## src/rtl/cond_logic_if.sv

```systemverilog
// Decoder-to-condition-stage bundle for cond_logic_unit: control requests in, gated enables, flags and statistics out.
interface cond_logic_if #(
  parameter int unsigned CNT_W = 16
);
  logic [3:0]       Cond;
  logic [3:0]       ALUFlags;
  logic [1:0]       FlagW;
  logic             PCS;
  logic             RegW;
  logic             MemW;
  logic             NoWrite;
  logic             Stall;
  logic             CondLatch;
  logic             InstrValid;
  logic             StatClr;
  logic             PCSrc;
  logic             RegWrite;
  logic             MemWrite;
  logic [3:0]       Flags;
  logic             CondEx;
  logic             CondUndef;
  logic [CNT_W-1:0] ExecCount;
  logic [CNT_W-1:0] SquashCount;

  modport master (
    output Cond, ALUFlags, FlagW, PCS, RegW, MemW, NoWrite, Stall, CondLatch, InstrValid, StatClr,
    input  PCSrc, RegWrite, MemWrite, Flags, CondEx, CondUndef, ExecCount, SquashCount
  );

  modport slave (
    input  Cond, ALUFlags, FlagW, PCS, RegW, MemW, NoWrite, Stall, CondLatch, InstrValid, StatClr,
    output PCSrc, RegWrite, MemWrite, Flags, CondEx, CondUndef, ExecCount, SquashCount
  );
endinterface

```

## src/rtl/cond_logic_unit.sv

```systemverilog
// NZCV flag register, condition evaluation and write-enable gating.
// Optional execute/squash statistics counters enabled by defining COND_STATS_EN.
module cond_logic_unit #(
  parameter int unsigned REG_COND    = 0,
  parameter logic [3:0]  RESET_FLAGS = 4'b0000,
  parameter int unsigned CNT_W       = 16
) (
  input logic        clk,
  input logic        reset,
  cond_logic_if.slave bus
);

  logic [3:0] flags_q, flags_d;
  logic       cond_ex_r_q, cond_ex_r_d;
  logic       cond_ex_l;
  logic       cond_ex;
  logic [1:0] flag_write;
  logic       n_f, z_f, c_f, v_f;

  always_comb begin
    {n_f, z_f, c_f, v_f} = flags_q;
    cond_ex_l = 1'b0;
    case (bus.Cond)
      4'b0000: cond_ex_l = z_f;
      4'b0001: cond_ex_l = ~z_f;
      4'b0010: cond_ex_l = c_f;
      4'b0011: cond_ex_l = ~c_f;
      4'b0100: cond_ex_l = n_f;
      4'b0101: cond_ex_l = ~n_f;
      4'b0110: cond_ex_l = v_f;
      4'b0111: cond_ex_l = ~v_f;
      4'b1000: cond_ex_l = c_f & ~z_f;
      4'b1001: cond_ex_l = ~c_f | z_f;
      4'b1010: cond_ex_l = (n_f == v_f);
      4'b1011: cond_ex_l = (n_f != v_f);
      4'b1100: cond_ex_l = ~z_f & (n_f == v_f);
      4'b1101: cond_ex_l = z_f | (n_f != v_f);
      4'b1110: cond_ex_l = 1'b1;
      default: cond_ex_l = 1'b0;
    endcase
  end

  always_comb begin
    cond_ex    = (REG_COND != 0) ? cond_ex_r_q : cond_ex_l;
    flag_write = bus.FlagW & {2{cond_ex}} & {2{~bus.Stall}};

    flags_d = flags_q;
    if (flag_write[1]) flags_d[3:2] = bus.ALUFlags[3:2];
    if (flag_write[0]) flags_d[1:0] = bus.ALUFlags[1:0];

    // Stall takes priority over a same-cycle latch request.
    cond_ex_r_d = (bus.CondLatch && !bus.Stall) ? cond_ex_l : cond_ex_r_q;
  end

  always_ff @(posedge clk or posedge reset) begin
    if (reset) begin
      flags_q     <= RESET_FLAGS;
      cond_ex_r_q <= 1'b0;
    end else begin
      flags_q     <= flags_d;
      cond_ex_r_q <= cond_ex_r_d;
    end
  end

  always_comb begin
    bus.PCSrc     = bus.PCS & cond_ex;
    bus.RegWrite  = bus.RegW & ~bus.NoWrite & cond_ex;
    bus.MemWrite  = bus.MemW & cond_ex;
    bus.Flags     = flags_q;
    bus.CondEx    = cond_ex;
    bus.CondUndef = (bus.Cond == 4'b1111);
  end

`ifdef COND_STATS_EN
  logic [CNT_W-1:0] exec_cnt_q, exec_cnt_d;
  logic [CNT_W-1:0] squash_cnt_q, squash_cnt_d;

  always_comb begin
    exec_cnt_d   = exec_cnt_q;
    squash_cnt_d = squash_cnt_q;
    if (bus.StatClr) begin
      exec_cnt_d   = '0;
      squash_cnt_d = '0;
    end else if (bus.InstrValid && !bus.Stall) begin
      if (cond_ex) begin
        if (exec_cnt_q != '1) exec_cnt_d = exec_cnt_q + CNT_W'(1);
      end else begin
        if (squash_cnt_q != '1) squash_cnt_d = squash_cnt_q + CNT_W'(1);
      end
    end
  end

  always_ff @(posedge clk or posedge reset) begin
    if (reset) begin
      exec_cnt_q   <= '0;
      squash_cnt_q <= '0;
    end else begin
      exec_cnt_q   <= exec_cnt_d;
      squash_cnt_q <= squash_cnt_d;
    end
  end

  always_comb begin
    bus.ExecCount   = exec_cnt_q;
    bus.SquashCount = squash_cnt_q;
  end
`else
  logic unused_stats;

  always_comb begin
    bus.ExecCount   = '0;
    bus.SquashCount = '0;
    unused_stats    = bus.InstrValid ^ bus.StatClr;
  end
`endif

endmodule

```

## src/flat_wrapper.sv

```systemverilog
// flat-port wrapper written by rule: the top's interface ports become plain ports
module cond_logic_unit_flat 
#(
  parameter int unsigned REG_COND    = 0,
  parameter logic [3:0]  RESET_FLAGS = 4'b0000,
  parameter int unsigned CNT_W       = 16
)
  (clk, reset, bus_Cond, bus_ALUFlags, bus_FlagW, bus_PCS, bus_RegW, bus_MemW, bus_NoWrite, bus_Stall, bus_CondLatch, bus_InstrValid, bus_StatClr, bus_PCSrc, bus_RegWrite, bus_MemWrite, bus_Flags, bus_CondEx, bus_CondUndef, bus_ExecCount, bus_SquashCount);
  cond_logic_if #(.CNT_W(CNT_W)) bus_i ();
  input logic clk;
  input logic reset;
  input wire logic [$bits(bus_i.Cond)-1:0] bus_Cond;
  input wire logic [$bits(bus_i.ALUFlags)-1:0] bus_ALUFlags;
  input wire logic [$bits(bus_i.FlagW)-1:0] bus_FlagW;
  input wire logic [$bits(bus_i.PCS)-1:0] bus_PCS;
  input wire logic [$bits(bus_i.RegW)-1:0] bus_RegW;
  input wire logic [$bits(bus_i.MemW)-1:0] bus_MemW;
  input wire logic [$bits(bus_i.NoWrite)-1:0] bus_NoWrite;
  input wire logic [$bits(bus_i.Stall)-1:0] bus_Stall;
  input wire logic [$bits(bus_i.CondLatch)-1:0] bus_CondLatch;
  input wire logic [$bits(bus_i.InstrValid)-1:0] bus_InstrValid;
  input wire logic [$bits(bus_i.StatClr)-1:0] bus_StatClr;
  output wire logic [$bits(bus_i.PCSrc)-1:0] bus_PCSrc;
  output wire logic [$bits(bus_i.RegWrite)-1:0] bus_RegWrite;
  output wire logic [$bits(bus_i.MemWrite)-1:0] bus_MemWrite;
  output wire logic [$bits(bus_i.Flags)-1:0] bus_Flags;
  output wire logic [$bits(bus_i.CondEx)-1:0] bus_CondEx;
  output wire logic [$bits(bus_i.CondUndef)-1:0] bus_CondUndef;
  output wire logic [$bits(bus_i.ExecCount)-1:0] bus_ExecCount;
  output wire logic [$bits(bus_i.SquashCount)-1:0] bus_SquashCount;
  assign bus_i.Cond = bus_Cond;
  assign bus_i.ALUFlags = bus_ALUFlags;
  assign bus_i.FlagW = bus_FlagW;
  assign bus_i.PCS = bus_PCS;
  assign bus_i.RegW = bus_RegW;
  assign bus_i.MemW = bus_MemW;
  assign bus_i.NoWrite = bus_NoWrite;
  assign bus_i.Stall = bus_Stall;
  assign bus_i.CondLatch = bus_CondLatch;
  assign bus_i.InstrValid = bus_InstrValid;
  assign bus_i.StatClr = bus_StatClr;
  assign bus_PCSrc = bus_i.PCSrc;
  assign bus_RegWrite = bus_i.RegWrite;
  assign bus_MemWrite = bus_i.MemWrite;
  assign bus_Flags = bus_i.Flags;
  assign bus_CondEx = bus_i.CondEx;
  assign bus_CondUndef = bus_i.CondUndef;
  assign bus_ExecCount = bus_i.ExecCount;
  assign bus_SquashCount = bus_i.SquashCount;
  cond_logic_unit #(.REG_COND(REG_COND), .RESET_FLAGS(RESET_FLAGS), .CNT_W(CNT_W)) u_core (.clk(clk), .reset(reset), .bus(bus_i));
endmodule
```

## config.mk

```make
export PLATFORM = sky130hd
export DESIGN_NAME = cond_logic_unit_flat
export DESIGN_NICKNAME = d
export VERILOG_FILES = /design/src/rtl/cond_logic_if.sv /design/src/rtl/cond_logic_unit.sv /design/src/flat_wrapper.sv
export SDC_FILE = /design/constraint.sdc
export NUM_CORES = 1
export LEC_CHECK = 0
export CORE_MARGIN = 2
export CORE_UTILIZATION = 31
export DETAILED_ROUTE_END_ITERATION = 10
export PLACE_DENSITY = 0.77
export SKIP_CTS_REPAIR_TIMING = 1
export SYNTH_ARGS = -nofsm -noshare
export SYNTH_HDL_FRONTEND = slang
export SYNTH_SLANG_ARGS = --single-unit
```

## constraint.sdc

```tcl
create_clock -name clk -period 1.6 [get_ports clk]
set_clock_uncertainty 0.1 [all_clocks]
set_input_delay 0.24 -clock clk [delete_from_list [all_inputs] [get_ports clk]]
set_output_delay 0.24 -clock clk [all_outputs]
set_load 0.005 [all_outputs]
```

* Yosys cells after proc, flatten, opt, wreduce, memory -nomap -nowiden
Index checks and enable logic that the tools add are counted.
Word-level totals: output and inout port bits 41, logic and storage cells 37, register bits 4
Cells by class: eq/ne operators 17, reductions and logical operators 1, muxes and demuxes 1, bitwise logic cells 16
Operators with widths (number):
- == test 4 bit, second input constant | 8
- == test 4 x 3 -> 1 bit, second input constant | 4
- one-hot mux 1 bit (15 select lines) | 1
- == test 4 x 2 -> 1 bit, second input constant | 2
- AND 1 bit | 6
- NOT 1 bit | 6
- AND 2 bit | 2
- == test 4 x 1 -> 1 bit, second input constant | 1
- zero test 4 bit | 1
- OR 1 bit | 2
- == test 1 bit | 1
- != test 1 bit | 1

* Logic depth before layout (Yosys ltp)
depth after elaboration 5, gate-level depth with buffers 7, depth with buffers taken out 5

* Worst setup path after synthesis
OpenSTA, ideal clock, no wires.
kind reg-to-output, from register u_core.flags_q[3] (netlist: u_core.bus.Flags[3]), to output bus_RegWrite, buffers on the path 0, stages on the path, launching flop included 6, slack -0.146 ns, data arrival time 1.406 ns, required time 1.260 ns, cells stage by stage dfrtp_1 > mux2i_1 > o21ai_1 > a211oi_4 > nand3_2 > and3b_1
Between the ends: cells in the longest elaborated chain, start to end 4
RTL lines:
- start, declared | line cond_logic_unit.sv:13 | logic [3:0] flags_q, flags_d;
- start signal, assigned | line cond_logic_unit.sv:60 | flags_q <= flags_d;
- != test 1 bit or == test 1 bit (tied branches)
- OR 1 bit or AND 1 bit (tied branches) | line cond_logic_unit.sv:37, cond_logic_unit.sv:36
- one-hot mux 1 bit (15 select lines) (*) | line cond_logic_unit.sv:23 | case (bus.Cond)
- named net bus_CondEx | line flat_wrapper.sv:27 | output wire logic [$bits(bus_i.CondEx)-1:0] bus_CondEx;
- AND 1 bit (*) | line cond_logic_unit.sv:67 | bus.RegWrite = bus.RegW & ~bus.NoWrite & cond_ex;
- end, declared | line flat_wrapper.sv:24 | output wire logic [$bits(bus_i.RegWrite)-1:0] bus_RegWrite;
Mark *: on every way through the listed nets, which the timed path passes. The rest lies on a longest branch.

* Worst setup path in the final report
from register u_core.flags_q[3] (netlist: u_core.bus.Flags[3]), to output bus_RegWrite
Between the ends: cells in the longest elaborated chain, start to end 4
RTL lines (line):
- != test 1 bit or == test 1 bit (tied branches)
- OR 1 bit or AND 1 bit (tied branches) | cond_logic_unit.sv:37, cond_logic_unit.sv:36
- one-hot mux 1 bit (15 select lines) (*) | cond_logic_unit.sv:23
- AND 1 bit (*) | cond_logic_unit.sv:67
Every way passes the cells marked *; elsewhere a longest branch is shown, timed or not.

==> summary.txt <==
========================================================================================================
Maximum clock path buffer count                                                                        2
Highest net fanout along the worst path                                                                5
Post-CTS clock slew at the launch and capture registers of the worst setup and hold paths        0.04 ns
Fmax                                                                                           0.466 GHz
Clock latency at the later pin of the worst-skew pair                                            0.24 ns
Setup-failing EPs final                                                                                8
Final setup margin                                                                             -0.544 ns
Top-Level Pins                                                                                        61
WHS                                                                                            0.0854 ns
Required @ worst endpoint                                                                        1.26 ns
Sort of element at the start of the critical path                                                   flop
Total track usage                                                                                  11.3%
Delay-heaviest family, CP                                                                   simple AND/OR/NAND/NOR gates
Period utilization                                                                                  134%
GRT overflow                                                                                           0
Switching power of the nets                                                                       399 uW
Crit path capture type                                                                       output port
Max reg flops                                                                                          4
Count of buffering cells on the critical path with inverters included                                  3
Met2 track utilization from global routing                                                         21.9%
Chip height                                                                                      55.8 um
Crit Reg-Reg Endpoint                                                                       u_core.bus.Flags[1]$_DFFE_PP0P_
Total Nets Final                                                                                     169
Setup repair after global routing missed its margin                                                 true
Pin count of the biggest net entering global routing                                                  13
Synth Instances                                                                                      101
Min Clock Period, post-route                                                                     2.14 ns
Cell with the most instances after synthesis                                                sky130_fd_sc_hd__buf_4
Met1 demand-to-capacity share in global routing                                                    11.0%
Critical path launch point                                                                  u_core.bus.Flags[3]$_DFFE_PP0P_
Post-synth top area share                                                                          30.7%
Total number of cells along the worst setup path                                                       8
Flip-flop and latch count after synthesis                                                              4
Sequential share of power                                                                          17.0%
Average detailed-routed wire length per instance                                                 10.8 um
Arrival time reported for the critical path endpoint                                             1.80 ns
Total via count after detailed routing                                                               795
Xor-xnor portion of the synthesized cell area                                                      2.11%
Sink Count                                                                                             4
Fraction of synthesized area in multiplexers                                                       1.20%
Residual DRC                                                                                           0
Busiest grt layer                                                                                   met2
Die X                                                                                            55.8 um
M3 GR Usage                                                                                        2.09%
GPL Wtd Cong                                                                                       0.814
IO buf count                                                                                          25
Switching Fraction                                                                                 35.1%
Htree depth                                                                                            1
1st-iter DRT viols                                                                                    13
Delay contributed by the slowest stage of the critical path                                      0.43 ns
Count of unique library cells instantiated by Yosys                                                   36
Cell internal pwr                                                                                 738 uW
Clock network power share                                                                          12.0%
Largest cells by area after synthesis                                                       sky130_fd_sc_hd__buf_4, sky130_fd_sc_hd__dfrtp_1, sky130_fd_sc_hd__nand3b_1, sky130_fd_sc_hd__a211o_1, sky130_fd_sc_hd__o31a_1
Area overhead of the layout relative to synthesis                                                  44.6%
Effective utilization at floorplan                                                                 33.2%
Launching point of the worst reg2reg path                                                   u_core.bus.Flags[3]$_DFFE_PP0P_
Clock tree from TritonCTS                                                                            yes
Wire length of the first global-routing pass                                                     2850 um
Via count of the first global-routing pass                                                           705
Violated checks                                                                             negative setup slack
Worst r2r path cells                                                                                   6
Slowest-stage cell, CP                                                                      sky130_fd_sc_hd__dfrtp_2
Average instance area after synthesis                                                           8.23 um2
Post-synthesis compound-gate area fraction                                                         23.6%
Hold Crit Class                                                                              in -> async
LEAKAGE                                                                                         0.584 nW
Antenna cells                                                                                          0
Most frequent cells after synthesis                                                         sky130_fd_sc_hd__buf_4, sky130_fd_sc_hd__nand3_1, sky130_fd_sc_hd__nand3b_1
Async set or reset register ratio after synthesis                                                   100%
Crit Path Category                                                                            reg -> out
DPL Wire Length                                                                                  1520 um
Number of synthesized flops with an enable pin                                                         0
VDD IR max                                                                                      0.489 mV
# fillers                                                                                            244
Slack of the worst reg-to-reg path                                                              -0.16 ns
Final-report max-slew violation count                                                                  0
Cell Area, Synth                                                                                 831 um2
Number of placement rows                                                                              18
Cells along the critical path                                                               buf_6 -> nand3b_1 -> nand3_2 -> a32oi_4 -> nand3_2 -> buf_6 -> and3b_1 -> clkbuf_2
Number of antenna violations at the first check in global routing                                      0
Areal power density over the cells                                                            947 nW/um2
Hold Violations, Final                                                                                 0
Sequential cell area fraction in the yosys report                                                  12.0%
End point of the critical path                                                              bus_RegWrite
Synthesized-area fraction occupied by and/or/nand/nor cells                                        26.1%
Share of cells above drive strength 1                                                              32.4%
Warnings, synthesis                                                                                    0
First-pass DRT Iterations                                                                              4
Max Cap Violations                                                                                     0
Primary FF master, synth                                                                    sky130_fd_sc_hd__dfrtp_1
Cell at the root of the clock tree                                                          sky130_fd_sc_hd__clkbuf_4
Synth Area in Adders                                                                                  0%
Residual antenna-violating net count after detailed routing                                            0
Detailed-route vias per instance                                                                    4.47
Cell type with the largest total area after synthesis                                       sky130_fd_sc_hd__buf_4
Result of the run                                                                           finished with violations
Area inside the core boundary                                                                   2500 um2
Main combinational cell family by area after synthesis                                      buffers and inverters
Final Routed Wirelength                                                                          1930 um
Share of total power in combinational logic                                                        71.0%
Overall die area                                                                                3110 um2
Clock buffer count from CTS                                                                            3
Final Power                                                                                      1.14 mW
========================================================================================================
==> power groups by stage <==
stage | Combinational [mW] | Sequential, mW | Clock, mW
after floorplan | 0.373 | 0.195 | 0
after global placement | 0.657 | 0.194 | 0
after detailed placement | 0.678 | 0.195 | 0
after CTS | 0.682 | 0.194 | 0.144
after global routing | 0.876 | 0.202 | 0.151
final | 0.808 | 0.193 | 0.137
==> per-layer routing <==
| layer | up-vias | share of wire (%) |
|---|---|---|
| li1 | 383 | - |
| met1 | 376 | 35 |
| met4 | 0 | 0.57 |
| met2 | 34 | 57 |
| met5 | - | 0 |
| met3 | 2 | 7.5 |
==> metrics by stage <==
stage	setup TNS, ns	instance area (um2)	utilization, %	cells	setup slack (ns)
floorplan	-0.263	948	-	132	-0.103
global placement	-6.19	1080	43.2	166	-0.938
detailed placement	-6.73	1080	43.2	166	-1.02
CTS	-6.02	1110	44.3	170	-1.02
global route	-3.30	1200	48.0	178	-0.646
finish	-2.64	1200	48.0	178	-0.544
==> worst min path at each step <==
stage	cells after the start	slack (ns)	endpoint
after floorplan	1	-0.09	u_core.bus.Flags[0]$_DFFE_PP0P_
after global placement	2	0.34	u_core.bus.Flags[1]$_DFFE_PP0P_
after detailed placement	2	0.34	u_core.bus.Flags[0]$_DFFE_PP0P_
after CTS	2	0.09	u_core.bus.Flags[2]$_DFFE_PP0P_
after global routing	2	0.09	u_core.bus.Flags[2]$_DFFE_PP0P_
final	2	0.09	u_core.bus.Flags[2]$_DFFE_PP0P_
==> worst register-to-register path, delay by kind of cell, from the launching register on <==
kind                   cells  cell delay (ns)
buffers and inverters      1             0.18
flip-flops                 1             0.43
AND/OR/NAND/NOR            3             0.58
AO/OA/AOI/OAI              2             0.39
==> cell families (layout without fill, tap and decap cells) <==
kind of cell	count (synthesis)	count (layout)
xor+xnor	2	2
compound gates	20	20
simple gates	33	33
mux	1	1
flops	4	4
other cells	1	32
buf+inv	40	56
==> final cells by class <==
cell class                      count  area, um2  area share, %
Clock buffer                        4       26.3           2.19
Inverter                            3       11.3          0.938
Sequential cell                     4        103           8.54
Multi-Input combinational cell     88        584           48.6
Tap cell                           30       37.5           3.13
Timing Repair Buffer               49        439           36.6
==> cell usage in the layout, fill, tap and decap left out, types with 2 or more instances in the layout <==
| master | netlist | final |
|---|---|---|
| sky130_fd_sc_hd__conb_1 | 1 | 32 |
| sky130_fd_sc_hd__buf_4 | 34 | 21 |
| sky130_fd_sc_hd__clkdlybuf4s50_1 | 0 | 13 |
| sky130_fd_sc_hd__dlymetal6s2s_1 | 0 | 6 |
| sky130_fd_sc_hd__nand3b_1 | 5 | 5 |
| sky130_fd_sc_hd__nand3_1 | 5 | 5 |
| sky130_fd_sc_hd__buf_6 | 1 | 5 |
| sky130_fd_sc_hd__nand2_1 | 4 | 4 |
| sky130_fd_sc_hd__a211o_1 | 4 | 4 |
| sky130_fd_sc_hd__nand4_1 | 4 | 4 |
| sky130_fd_sc_hd__o21ai_0 | 4 | 4 |
| sky130_fd_sc_hd__o31a_1 | 4 | 4 |
| sky130_fd_sc_hd__and2_4 | 0 | 3 |
| sky130_fd_sc_hd__inv_1 | 3 | 3 |
| sky130_fd_sc_hd__clkbuf_4 | 0 | 3 |
| sky130_fd_sc_hd__clkbuf_2 | 0 | 3 |
| sky130_fd_sc_hd__xor2_1 | 2 | 2 |
| sky130_fd_sc_hd__nor2_1 | 2 | 2 |
| sky130_fd_sc_hd__nand3_2 | 2 | 2 |
| sky130_fd_sc_hd__dfrtp_2 | 0 | 2 |
| sky130_fd_sc_hd__dfrtp_1 | 4 | 2 |
Power figures use the tool's default switching activity.
